===== src/rtl/cordic_cos_sched.sv =====
// Two-requester scheduler that time-shares one iterative cosine engine.
// Define CORDIC_SCHED_RR_EN for round-robin arbitration; fixed priority (requester 0) otherwise.
module cordic_cos_sched #(
    parameter int unsigned W             = 22,
    parameter int unsigned ENGINE_CYCLES = 4
) (
    input  logic         clk,
    input  logic         reset,
    input  logic         req0_valid,
    input  logic [W-1:0] req0_angle,
    output logic         req0_ready,
    input  logic         req1_valid,
    input  logic [W-1:0] req1_angle,
    output logic         req1_ready,
    output logic         rsp0_valid,
    input  logic         rsp0_ready,
    output logic         rsp1_valid,
    input  logic         rsp1_ready,
    output logic [W-1:0] rsp_cos,
    output logic         eng_reset,
    output logic         eng_clk_en,
    output logic [W-1:0] eng_angle,
    input  logic [W-1:0] eng_cos,
    output logic         busy
);

    localparam int unsigned CW = (ENGINE_CYCLES > 1) ? $clog2(ENGINE_CYCLES) : 1;

    localparam logic [2:0] S_IDLE = 3'd0;
    localparam logic [2:0] S_LOAD = 3'd1;
    localparam logic [2:0] S_RUN  = 3'd2;
    localparam logic [2:0] S_CAP  = 3'd3;
    localparam logic [2:0] S_RESP = 3'd4;

    logic [2:0]    state;
    logic [2:0]    state_nxt;
    logic [W-1:0]  angle_q;
    logic [W-1:0]  result_q;
    logic [CW-1:0] cnt_q;
    logic          tag_q;
    logic          gnt0_c;
    logic          gnt1_c;
    logic          accept_c;
    logic          rsp_hs_c;

    // Grant: on a tie the pointer requester wins (round-robin) or requester 0 wins (fixed).
`ifdef CORDIC_SCHED_RR_EN
    logic ptr_q;
    assign gnt0_c = req0_valid && (!req1_valid || !ptr_q);
    assign gnt1_c = req1_valid && (!req0_valid ||  ptr_q);
`else
    assign gnt0_c = req0_valid;
    assign gnt1_c = req1_valid && !req0_valid;
`endif

    assign accept_c = (state == S_IDLE) && reset && (gnt0_c || gnt1_c);
    assign rsp_hs_c = (state == S_RESP) && (tag_q ? rsp1_ready : rsp0_ready);
    assign eng_angle = angle_q;
    assign rsp_cos   = result_q;

    always_ff @(posedge clk or negedge reset) begin
        if (!reset) begin
            state <= S_IDLE;
        end else begin
            state <= state_nxt;
        end
    end

    always_comb begin
        state_nxt  = state;
        req0_ready = 1'b0;
        req1_ready = 1'b0;
        rsp0_valid = 1'b0;
        rsp1_valid = 1'b0;
        eng_reset  = !reset;
        eng_clk_en = 1'b0;
        busy       = (state != S_IDLE);
        case (state)
            S_IDLE: begin
                req0_ready = gnt0_c && reset;
                req1_ready = gnt1_c && reset;
                if (accept_c) state_nxt = S_LOAD;
            end
            S_LOAD: begin
                eng_reset = 1'b1;
                state_nxt = S_RUN;
            end
            S_RUN: begin
                eng_clk_en = 1'b1;
                if (cnt_q == '0) state_nxt = S_CAP;
            end
            S_CAP: begin
                state_nxt = S_RESP;
            end
            S_RESP: begin
                rsp0_valid = !tag_q;
                rsp1_valid = tag_q;
                if (rsp_hs_c) state_nxt = S_IDLE;
            end
            default: begin
                state_nxt = S_IDLE;
            end
        endcase
    end

    // Transaction datapath: latched request, iteration counter, captured result.
    always_ff @(posedge clk or negedge reset) begin
        if (!reset) begin
            angle_q  <= '0;
            tag_q    <= 1'b0;
            cnt_q    <= '0;
            result_q <= '0;
        end else begin
            if (accept_c) begin
                angle_q <= gnt0_c ? req0_angle : req1_angle;
                tag_q   <= !gnt0_c;
            end
            if (state == S_LOAD) begin
                cnt_q <= CW'(ENGINE_CYCLES - 1);
            end else if ((state == S_RUN) && (cnt_q != '0)) begin
                cnt_q <= cnt_q - CW'(1);
            end
            if (state == S_CAP) begin
                result_q <= eng_cos;
            end
        end
    end

`ifdef CORDIC_SCHED_RR_EN
    // After a completed response the other requester takes priority.
    always_ff @(posedge clk or negedge reset) begin
        if (!reset) begin
            ptr_q <= 1'b0;
        end else if (rsp_hs_c) begin
            ptr_q <= !tag_q;
        end
    end
`endif

endmodule


===== config.mk =====
export PLATFORM = sky130hd
export DESIGN_NAME = cordic_cos_sched
export DESIGN_NICKNAME = d
export VERILOG_FILES = /design/src/rtl/cordic_cos_sched.sv
export SDC_FILE = /design/constraint.sdc
export NUM_CORES = 1
export LEC_CHECK = 0
export ABC_AREA = 1
export BUFFER_PORTS_ARGS = -buffer_cell sky130_fd_sc_hd__buf_2
export CORE_MARGIN = 8
export CORE_UTILIZATION = 40
export DETAILED_ROUTE_END_ITERATION = 8
export GPL_TIMING_DRIVEN = 0
export PLACE_DENSITY = 0.75
export SYNTH_ARGS = -nofsm -noshare
export SYNTH_HDL_FRONTEND = slang
export SYNTH_SLANG_ARGS = --single-unit

===== constraint.sdc =====
create_clock -name clk -period 1.18 [get_ports clk]
set_input_delay 0.118 -clock clk [delete_from_list [all_inputs] [get_ports clk]]
set_output_delay 0.118 -clock clk [all_outputs]
set_load 0.05 [all_outputs]

# After elaboration in Yosys (flattened, before gate mapping)
# Cells that the tools add are included.
# totals
ff_bits	50
elab_cells	44
# classes
add_sub_neg	1
eq_ne	7
muxes	14
n_reduce_logical	17
# op_table
cell	n
two-way mux 22 bit	1
one-hot mux 3 bit (5 select lines)	1
two-way mux 3 bit	3
logical AND 1 bit	7
two-way mux 1 bit	7
equality test 3 x 2 -> 1 bit (second input constant)	2
inequality test 2 bit (second input constant)	3
two-way mux 2 bit	2
nonzero test 2 bit	2
equality test 3 x 1 -> 1 bit (second input constant)	1
equality test 3 bit (second input constant)	1
zero test 1 bit	3
zero test 3 bit	1
AND reduction 3 bit	1
nonzero test 3 bit	1
zero test 2 bit	1
subtractor 2 x 1 -> 2 bit (second input constant)	1
logical OR 1 bit	1

# Logic depth before layout (Yosys ltp)
# Gate-level depths: netlist (run 1).
# depth
word_depth	6
mapped_depth	8

# Worst setup path after synthesis (run 1)
# Ideal clock, no wire load.
# synth_path
kind	register to output
startpoint	reg state[0]
endpoint	out req1_ready
arrival_ns	1.573
required_time_ns	1.062
slack_ns	-0.511
stages_incl_launch_ff	7
n_path_buf	1
path_cell_list	dfrtp_1 > nor2_4 > nand3_2 > inv_2 > nand2_2 > buf_2 > nor2_1
# synth_between
elab_chain_len	2
# synth_lines
item	line	source
from (decl)	35	logic [2:0] state;
from (signal assigned)	65	state <= state_nxt;
zero test 3 bit	78	case (state)
two-way mux 1 bit	78	
to (decl)	14	output logic req1_ready,
# No other way between the ends.

# Worst setup path after layout (run 1)
# layout_path
startpoint	reg state[2]
endpoint	out req1_ready
# The elaborated chain is that of the path after synthesis.

==> results.md, run 1 <==
- Comb pwr share: between 60% and 70%
- Remaining global-route overflow: 0
- Vias in the first global route: 2489
- Simple-gate area share of the yosys netlist: between 30 and 40%
- Pwr dens: 3030 nW/µm²
- Int Power: ~5.3 mW
- Max-slew headroom: a little under three fifths
- Filler instances: approximately 470
- Initial drt markers: 47
- Largest family of logic cells by synthesized area: simple AND/OR/NAND/NOR gates
- Initial antenna violation count: 0
- Slowest stage delay, CP: approximately 420 ps
- Clk pin slew, worst setup/hold paths: about 90 ps
- Mapped Cells: about 310
- Global-route usage over all layers: 16.1%
- Switching share of power: 52.2%
- Critical Path End Type: primary output
- Fin nets: 530
- Final worst slack: -382 ps
- Starting Density: between 40% and 50%
- # Max-Cap Violations: 0
- Unrepaired setup endpoints after global routing: yes
- Worst vdd rail ir drop: approximately 0.0017 V
- Gpl congestion: ~0.78
- Placed Area: slightly above 3000 µm²
- Area of the die: around 8500 µm²
- Area share of fa/ha/maj cells after synthesis: less than 1%
- Final Total Pwr: 11.0 mW
- Worst min-delay path class: primary input to async pin
- H-Tree Depth: 2
- Register-to-Register Path Depth: 10
- DR WL/cell: between 10 and 15 µm
- Syn Std Cell Area: between 2000 and 2500 µm²
- Hold WS: -172 ps
- Xor and xnor fraction of the mapped netlist area: 0%
- Num CTS Buffers: 5
- Commonest non-fill, non-tap cells in the layout: nand2_1, buf_2, dfrtp_1
- I/O pins: about 120
- Clock network fraction of total power: 10.8%
- Status: complete, but fails checks
- Peak Freq: roughly 0.64 GHz
- Yosys warns: 0
- Switching pwr: 5.76 mW
- Peak fanout along the critical path: 2
- CORE AREA: around 5500 µm²
- Critical path depth in cells: 7
- CTS tree: done
- Post-layout minimum cycle time: ~1600 ps
- Slowest-stage cell, CP: dfrtp_1
- Dpl ws: -957 ps
- Leakage: roughly 2.2 nW
- Kind of critical path: flip-flop to primary output
- Clock Sinks: 50
- First-pass DRT Iterations: 4
- Root Buffer: clkbuf_8
- Final hold vios: 50
- First-pass GRT wire length: 11400 µm
- Later-pin clock latency in the skew report: about 300 ps
- DR DRC count: 0
- Diodes inserted: 0
- Clock skew: 6.68 ps
- Port Buf Inserts: between 100 and 150
- Mux cell area share after synthesis: 0%
- Post-synthesis sequential area ratio: 54.0%
- Detailed placement HPWL: a little under 5000 µm
- Critical Path Start Type: flip-flop
- Critical Path RT: roughly 1100 ps
- # rows: 27
- Pin slew with the least headroom to its limit: about 640 ps
- Via count: roughly 2400
- Syn Nets: between 300 and 400
- Slew Viols, Final: 0
- Die Height: 92.1 µm
- Mean number of vias per cell: about 4.5
- Final instance area: around 3600 µm²
- Syn avg cell area: ~7.6 µm²
- Post-synth cell types: 20
- Crit path cell chain: nor2_4, nand3_2, inv_2, nand2_4, buf_6, nor2_4, buf_8
- Largest net degree at the start of global routing: between 50 and 60
- Top cell by count, worst path: nor2_4
- Commonest non-fill, non-tap cell in the layout: nand2_1
- Synth Area in Compound Gates: approximately 6.0%
- Final setup vio count: 46
- Sum Neg Setup Slack: -7160 ps
- Remaining antenna violation count after routing: 0
- Maximum clock insertion buffer count: 2
- Area delta synth->final: 57.3%
- CP delay by family, top: flip-flops
- Die extent in x: just over 90 µm
- Share of cells above drive strength 1: a little under half
- WL final: a little under 7000 µm
- Synthesized flop and latch total: 50
- Part of the power in registers: 26.9%
- Worst Path Buf+Inv: 3
- Tcrit/Tclk final: 132%
- Failing checks: hold timing, setup timing
- WP data arrival: 1440 ps
==> state kept, by name, indices dropped and copies added, names as in the netlist <==
name / count
eng_angle: 22
rsp_cos: 22
state: 3
cnt_q: 2
tag_q: 1
==> worst paths after layout <==
path                            slack, ps                       from                         to
worst min-delay path                 -170                      reset     rsp_cos[2]$_DFFE_PN0P_
worst max register to register       -240       state[2]$_DFFE_PN0P_  eng_angle[14]$_DFFE_PN0P_
min in group clk                       40                eng_cos[20]    rsp_cos[20]$_DFFE_PN0P_
worst max-delay path                 -380       state[2]$_DFFE_PN0P_                 req1_ready
worst min register to register        480  eng_angle[10]$_DFFE_PN0P_  eng_angle[10]$_DFFE_PN0P_
max in group asynchronous             890                      reset       state[0]$_DFFE_PN0P_
==> power by group through the flow <==
| stage | Clock (mW) | Sequential, mW | Combinational (mW) |
|---|---|---|---|
| after global routing | 1.28 | 3.06 | 7.34 |
| after detailed placement | 0 | 3.00 | 5.62 |
| after global placement | 0 | 2.98 | 5.52 |
| after floorplan | 0 | 5.45 | 1.73 |
| final | 1.19 | 2.97 | 6.87 |
| after CTS | 1.22 | 2.96 | 6.52 |
==> worst register-to-register path: cells and delay by family (launching register included) <==
| family | cells | cell delay (ps) |
|---|---|---|
| buffers and inverters | 5 | 560 |
| flip-flops | 1 | 420 |
| AND/OR/NAND/NOR | 5 | 370 |
==> Yosys cell counts (all sizes together) <==
| cell type | n | share of area (%) |
|---|---|---|
| o21a | 1 | 0.32 |
| nand3 | 4 | 1.3 |
| nor2 | 7 | 1.5 |
| nand3b | 1 | 0.32 |
| nand2 | 167 | 27 |
| dfrtp | 50 | 54 |
| a21oi | 2 | 0.43 |
| ha | 1 | 0.54 |
| inv | 36 | 5.8 |
| o21ai | 23 | 5.0 |
| o211ai | 1 | 0.32 |
| clkbuf | 2 | 0.43 |
| nor3 | 1 | 0.22 |
| buf | 10 | 2.7 |
==> per-layer routing <==
layer | global-route usage [%] | up-vias | part of all wire, % | wire [µm]
met1 | 18.5 | 1070 | 42 | 2930
met4 | 3.76 | 0 | 0.78 | 54
li1 | - | 1221 | - | -
met2 | 28.0 | 84 | 49 | 3430
met5 | 0 | - | 0 | 0
met3 | 5.79 | 5 | 7.8 | 542
==> area by class of cell <==
type,count,area [µm²],area share [%]
tap,72,90.1,2.47
buffer,12,129,3.54
multi-input combinational,209,1020,27.9
clock buffer,6,72.6,1.99
inverter,36,150,4.12
timing repair buffer,143,896,24.6
sequential,50,1250,34.4
clock inverter,2,37.5,1.03
==> logic make-up after synthesis <==
logic type,count (synthesis)
AO/OA/AOI/OAI,27
adder cells (fa/ha/maj),1
flip-flops,50
buffers and inverters,48
AND/OR/NAND/NOR,180
==> per-stage QoR <==
stage	cells	util, %	hold WS, ps
after floorplan	306	-	-178
after global placement	500	55.0	358
after detailed placement	500	55.0	367
after CTS	527	63.1	-139
after global routing	530	65.8	-117
final	530	65.8	-172
==> what timing repair did <==
item,4_1_cts,5_1_grt
setup buffers,12,4
endpoints found under the setup margin,52,54
cloned,7,1
pin swaps,1,9
gates resized for setup,65,46
endpoints found under the hold margin,50,50
Note: power is estimated with default switching activity, not from simulation.
==> run 2, diff against run 1 <==
==> constraint.sdc (replaced) <==
create_clock -name clk -period 1.18 [get_ports clk]
set_input_delay 0.236 -clock clk [delete_from_list [all_inputs] [get_ports clk]]
set_output_delay 0.236 -clock clk [all_outputs]
set_load 0.05 [all_outputs]
==> run 2 against run 1 <==
The run still ends with hold timing, setup timing left; core utilization is 0.84 points higher; first-iteration DRC count is 11% lower; clock power hardly changed; design area is 1.3% higher; routed wire length is 1.7% lower; die area stayed put.
==> results.md, run 2 (synthesis results as in run 1) <==
- Status: complete, but fails checks (unchanged)
- Failing checks: hold timing, setup timing (unchanged)
- Share of cells above drive strength 1: 44.7% (was 45.2%)
- Switching share of power: 50.9% (was 52.2%)
- Sum Neg Setup Slack: -8680 ps (was -7160 ps)
- Diodes inserted: 0 (unchanged)
- Placed Area: 3060 µm² (was 3050 µm²)
- Worst vdd rail ir drop: 0.00158 V (was 0.00171 V)
- DR DRC count: 0 (unchanged)
- Slew Viols, Final: 0 (unchanged)
- Num CTS Buffers: 5 (unchanged)
- Final worst slack: -495 ps (was -382 ps)
- Critical Path End Type: primary output (unchanged)
- Filler instances: 471 (was 465)
- Clk pin slew, worst setup/hold paths: 90 ps (about the same)
- First-pass DRT Iterations: 5 (was 4)
- Mean number of vias per cell: 4.44 (was 4.49)
- Clock Sinks: 50 (unchanged)
- Fin nets: 526 (was 530)
- Initial antenna violation count: 0 (unchanged)
- CTS tree: done (unchanged)
- R2r setup slk: -240 ps (about the same)
- First-pass GRT wire length: 10700 µm (was 11400 µm)
- Placed cells: 500 (unchanged)
- Peak Freq: 0.597 GHz (was 0.640 GHz)
- Later-pin clock latency in the skew report: 290 ps (was 300 ps)
- Register-to-Register Path Depth: 9 (was 10)
- Die extent in x: 92.1 µm (unchanged)
- CORE AREA: 5540 µm² (unchanged)
- Clock skew: 7.97 ps (was 6.68 ps)
- Via count: 2337 (was 2380)
- H-Tree Depth: 2 (unchanged)
- I/O pins: 123 (unchanged)
- Vias in the first global route: 2325 (was 2489)
- Critical Path Start Type: flip-flop (unchanged)
- Largest net degree at the start of global routing: 54 (unchanged)
- DR WL/cell: 13.0 µm (was 13.1 µm)
- Peak fanout along the critical path: 2 (unchanged)
- Die Height: 92.1 µm (unchanged)
- Remaining global-route overflow: 0 (unchanged)
- Commonest non-fill, non-tap cell in the layout: nand2_1 (unchanged)
- Kind of critical path: flip-flop to primary output (unchanged)
- Dpl ws: -1210 ps (was -957 ps)
- Post-layout minimum cycle time: 1680 ps (was 1560 ps)
- Unrepaired setup endpoints after global routing: yes (unchanged)
- R2R Path Start: state[0]$_DFFE_PN0P_ (was state[2]$_DFFE_PN0P_)
- Final core area utilization: 66.6% (was 65.8%)
- Commonest non-fill, non-tap cells in the layout: nand2_1, buf_2, dfrtp_1 (unchanged)
- Starting Density: 41.8% (unchanged)
- Global-route usage over all layers: 15.2% (was 16.1%)
- Part of the power in registers: 26.9% (about the same)
- Final hold vios: 50 (unchanged)
- Worst min-delay path class: primary input to async pin (unchanged)
- Reg2Reg Capture Point: eng_angle[9]$_DFFE_PN0P_ (was eng_angle[14]$_DFFE_PN0P_)
- Final setup vio count: 50 (was 46)
- Pin slew with the least headroom to its limit: 475 ps (was 640 ps)
- # Max-Cap Violations: 0 (unchanged)
- Detailed placement HPWL: 4860 µm (was 4850 µm)
- Switching pwr: 5.69 mW (was 5.76 mW)
- Pwr dens: 3030 nW/µm² (about the same)
- Clock network fraction of total power: 10.5% (was 10.8%)
- Hold WS: -133 ps (was -172 ps)
- Leakage: 2.15 nW (was 2.17 nW)
- WP data arrival: 1440 ps (about the same)
- CP Capture Point: req1_ready (unchanged)
- Critical Path RT: 940 ps (was 1060 ps)
- Gpl congestion: 0.742 (was 0.784)
- Remaining antenna violation count after routing: 0 (unchanged)
- Comb pwr share: 62.6% (was 62.3%)
- Int Power: 5.49 mW (was 5.27 mW)
- Port Buf Inserts: 122 (unchanged)
- # rows: 27 (unchanged)
- Finished Layout Cells: 526 (was 530)
- Initial drt markers: 42 (was 47)
- Max-slew headroom: 68.3% (was 57.3%)
- Final instance area: 3690 µm² (was 3640 µm²)
- Area of the die: 8480 µm² (unchanged)
- Maximum clock insertion buffer count: 2 (unchanged)
- WL final: 6840 µm (was 6960 µm)
- Tcrit/Tclk final: 142% (was 132%)
- Origin of the worst setup path: state[0]$_DFFE_PN0P_ (was state[2]$_DFFE_PN0P_)
- Area delta synth->final: 59.3% (was 57.3%)
- Root Buffer: clkbuf_8 (unchanged)
[run 2: worst min path at each step]
stage	startpoint	endpoint	slack [ps]	cells past startpoint
3_5_place_dp	eng_angle[6]$_DFFE_PN0P_	eng_angle[6]$_DFFE_PN0P_	460	2
3_3_place_gp	eng_angle[19]$_DFFE_PN0P_	eng_angle[19]$_DFFE_PN0P_	460	2
4_1_cts	reset	rsp_cos[19]$_DFFE_PN0P_	-120	1
6_report	reset	rsp_cos[20]$_DFFE_PN0P_	-130	1
5_1_grt	reset	rsp_cos[0]$_DFFE_PN0P_	-110	1
2_1_floorplan	reset	cnt_q[0]$_DFFE_PN0P_	-60	0
[run 2: worst max-delay path: stages, from the launching register on]
cell,delay [ps]
dfrtp_2,440
nor2_4,120
nand3_2,80
inv_2,100
nand2_4,50
buf_8,120
nor2_4,80
buf_8,150
[run 2: power by group through the flow]
stage,combinational [mW],clock (mW),sequential (mW)
3_3_place_gp,5.56,0,2.99
2_1_floorplan,1.77,0,5.45
6_report,7.00,1.17,3.01
5_1_grt,7.47,1.29,3.10
3_5_place_dp,5.66,0,3.00
4_1_cts,6.18,1.21,2.97
[run 2: timing repair]
| item | in CTS | in global routing |
|---|---|---|
| endpoints found under the hold margin | 50 | 50 |
| pin swaps | 2 | 14 |
| setup endpoints to repair | 53 | 92 |
| cloned | 2 | 2 |
| gates resized for setup | 40 | 100 |
| buffers inserted | 9 | 7 |
[run 2: through the flow]
stage          hold WS [ps]  power, mW
6_report               -133       11.2
5_1_grt                -105       11.9
4_1_cts                -117       10.4
3_5_place_dp            465       8.66
3_3_place_gp            458       8.54
2_1_floorplan         -59.6       7.22
[run 2: final cells by class]
class / instances / area [µm²] / area share, %
Tap cell: 72 / 90.1 / 2.44
Multi-Input combinational cell: 208 / 997 / 27.0
Buffer: 12 / 124 / 3.36
Clock inverter: 2 / 37.5 / 1.02
Sequential cell: 50 / 1250 / 33.9
Timing Repair Buffer: 140 / 970 / 26.3
Inverter: 36 / 148 / 4.00
Clock buffer: 6 / 72.6 / 1.97
[run 2: metal layers]
metal	wire [µm]	GRT usage, %	vias to the layer above
met3	543	6.19	4
met2	3440	25.6	91
met4	34	3.62	0
met1	2820	17.5	1037
met5	0	0	-
li1	-	-	1205
==> run 3, diff against run 2 <==
--- a/config.mk
+++ b/config.mk
@@ -15,3 +15,4 @@
 export SYNTH_ARGS = -nofsm -noshare
 export SYNTH_HDL_FRONTEND = slang
 export SYNTH_SLANG_ARGS = --single-unit
+export TNS_END_PERCENT = 30
==> run 3 against run 2 <==
The flow still finishes with violations (hold timing, setup timing); clock power grew 3%; non-clock buffer count shrank 4; routed wire length grew 2.5%; clock-buffer cell count shrank 1; via count grew 1.3%; hold slack gained 5.7 ps; critical path depth is the same; flip-flop and latch count is the same; combinational power shrank 2%; die area is the same; clock skew shrank 1.8 ps; critical path type unchanged; highest routed layer unchanged.
==> results.md, run 3 (synthesis results as in run 1) <==
- Status: complete, but fails checks (unchanged)
- Failing checks: hold timing, setup timing (unchanged)
- Remaining global-route overflow: 0 (unchanged)
- Top cell by count, worst path: nor2_4
- WP data arrival: 1450 ps (was 1440 ps)
- Maximum clock insertion buffer count: 2 (unchanged)
- Critical Path RT: 940 ps (about the same)
- Tcrit/Tclk final: 143% (was 142%)
- CP delay by family, top: flip-flops (unchanged)
- Port Buf Inserts: 122 (unchanged)
- Final worst slack: -505 ps (was -495 ps)
- Num CTS Buffers: 5 (unchanged)
- Vias in the first global route: 2275 (was 2325)
- Slowest stage delay, CP: 440 ps (about the same)
- Via count: 2367 (was 2337)
- Root Buffer: clkbuf_8 (unchanged)
- Sum Neg Setup Slack: -7720 ps (was -8680 ps)
- Area of the die: 8480 µm² (unchanged)
- Die Height: 92.1 µm (unchanged)
- Remaining antenna violation count after routing: 0 (unchanged)
- First-pass GRT wire length: 10900 µm (was 10700 µm)
- Detailed placement HPWL: 4810 µm (was 4860 µm)
- # Max-Cap Violations: 0 (unchanged)
- Final setup vio count: 43 (was 50)
- Later-pin clock latency in the skew report: 300 ps (was 290 ps)
- Die extent in x: 92.1 µm (unchanged)
- Critical Path Start Type: flip-flop (unchanged)
- Initial drt markers: 54 (was 42)
- H-Tree Depth: 2 (unchanged)
- Slowest-stage cell, CP: dfrtp_2 (unchanged)
- Largest net degree at the start of global routing: 54 (unchanged)
- Mean number of vias per cell: 4.53 (was 4.44)
- Commonest non-fill, non-tap cells in the layout: nand2_1, buf_2, dfrtp_1 (unchanged)
- R2R Path Start: state[2]$_DFFE_PN0P_ (was state[0]$_DFFE_PN0P_)
- WL final: 7010 µm (was 6840 µm)
- Global-route usage over all layers: 15.4% (was 15.2%)
- Starting Density: 41.8% (unchanged)
- Register-to-Register Path Depth: 9 (unchanged)
- CTS tree: done (unchanged)
- Initial antenna violation count: 0 (unchanged)
- Commonest non-fill, non-tap cell in the layout: nand2_1 (unchanged)
- CORE AREA: 5540 µm² (unchanged)
- Worst Path Buf+Inv: 4 (was 3)
- Diodes inserted: 0 (unchanged)
- Max-slew headroom: 68.6% (was 68.3%)
- Peak Freq: 0.593 GHz (was 0.597 GHz)
- Unrepaired setup endpoints after global routing: yes (unchanged)
- First-pass DRT Iterations: 4 (was 5)
- Share of cells above drive strength 1: 43.0% (was 44.7%)
- DR DRC count: 0 (unchanged)
- Area delta synth->final: 56.2% (was 59.3%)
- # rows: 27 (unchanged)
- Critical Path End Type: primary output (unchanged)
- Pwr dens: 3060 nW/µm² (was 3030 nW/µm²)
- Peak fanout along the critical path: 4 (was 2)
- Clk pin slew, worst setup/hold paths: 90 ps (about the same)
- Pin slew with the least headroom to its limit: 471 ps (was 475 ps)
- Final hold vios: 50 (unchanged)
- Gpl congestion: 0.753 (was 0.742)
- Final core area utilization: 65.3% (was 66.6%)
- Post-layout minimum cycle time: 1690 ps (was 1680 ps)
- Clock Sinks: 50 (unchanged)
- Filler instances: 473 (was 471)
- Hold WS: -127 ps (was -133 ps)
- I/O pins: 123 (unchanged)
- Crit path cell chain: buf_6, inv_4, nand2_4, nor2_4, inv_2, nor2_4, buf_8 (was nor2_4, nand3_2, inv_2, nand2_4, buf_8, nor2_4, buf_8)
- R2r setup slk: -230 ps (was -240 ps)
- Fin nets: 523 (was 526)
- Slew Viols, Final: 0 (unchanged)
- Worst vdd rail ir drop: 0.00150 V (was 0.00158 V)
- DR WL/cell: 13.4 µm (was 13.0 µm)
- Kind of critical path: flip-flop to primary output (unchanged)
- Reg2Reg Capture Point: eng_angle[5]$_DFFE_PN0P_ (was eng_angle[9]$_DFFE_PN0P_)
- Leakage: 2.12 nW (was 2.15 nW)
- Clock skew: 6.21 ps (was 7.97 ps)
- Worst min-delay path class: primary input to async pin (unchanged)
## run 3: layout make-up
class / count / area, µm² / share of cell area, %
Buffer: 12 / 110 / 3.04
Sequential cell: 50 / 1250 / 34.6
Tap cell: 72 / 90.1 / 2.49
Multi-Input combinational cell: 209 / 977 / 27.0
Timing Repair Buffer: 136 / 927 / 25.6
Clock inverter: 3 / 45.0 / 1.24
Clock buffer: 5 / 68.8 / 1.90
Inverter: 36 / 148 / 4.08
## run 3: how the worst max path moves through the flow
stage / startpoint / slack, ps / to / cells after the start
after global placement: reset / -1190 / req1_ready / 7
after floorplan: state[0]$_DFFE_PN0P_ / -260 / req1_ready / 6
after detailed placement: reset / -1200 / req1_ready / 7
after global routing: state[2]$_DFFE_PN0P_ / -580 / req1_ready / 7
final: state[0]$_DFFE_PN0P_ / -510 / rsp0_valid / 7
after CTS: state[0]$_DFFE_PN0P_ / -540 / req1_ready / 7
## run 3: through the flow
| step | setup WS [ps] | hold WS (ps) | instance area (µm²) | std cells | power, mW |
|---|---|---|---|---|---|
| after detailed placement | -1200 | 461 | 3040 | 500 | 8.59 |
| after global routing | -580 | -104 | 3620 | 523 | 11.7 |
| final | -505 | -127 | 3620 | 523 | 11.1 |
| after CTS | -541 | -31.6 | 3340 | 515 | 10.3 |
| after global placement | -1190 | 458 | 3040 | 500 | 8.49 |
| after floorplan | -265 | -59.6 | 2340 | 306 | 7.17 |
## run 3: repair_timing
action / 4_1_cts / 5_1_grt
endpoints found under the hold margin: 50 / 50
cloned: 2 / 2
gates resized for setup: 47 / 93
setup endpoints to repair: 62 / 88
pin swaps: 2 / 7
setup buffers: 5 / 6
## run 3: report_power, final
group	leakage, nW	internal, mW	total, mW	switching (mW)
registers	0.616	2.53	3.02	0.486
logic	1.45	2.24	6.86	4.63
clock network	0.0504	0.631	1.21	0.578
## run 3: metal layers
metal	part of all wire, %	routed length [µm]	global-route usage (%)	vias up
met2	50	3530	25.7	82
met1	42	2960	17.9	1072
met4	0.60	42	4.43	0
met5	0	0	0	-
li1	-	-	-	1209
met3	6.8	476	5.79	4
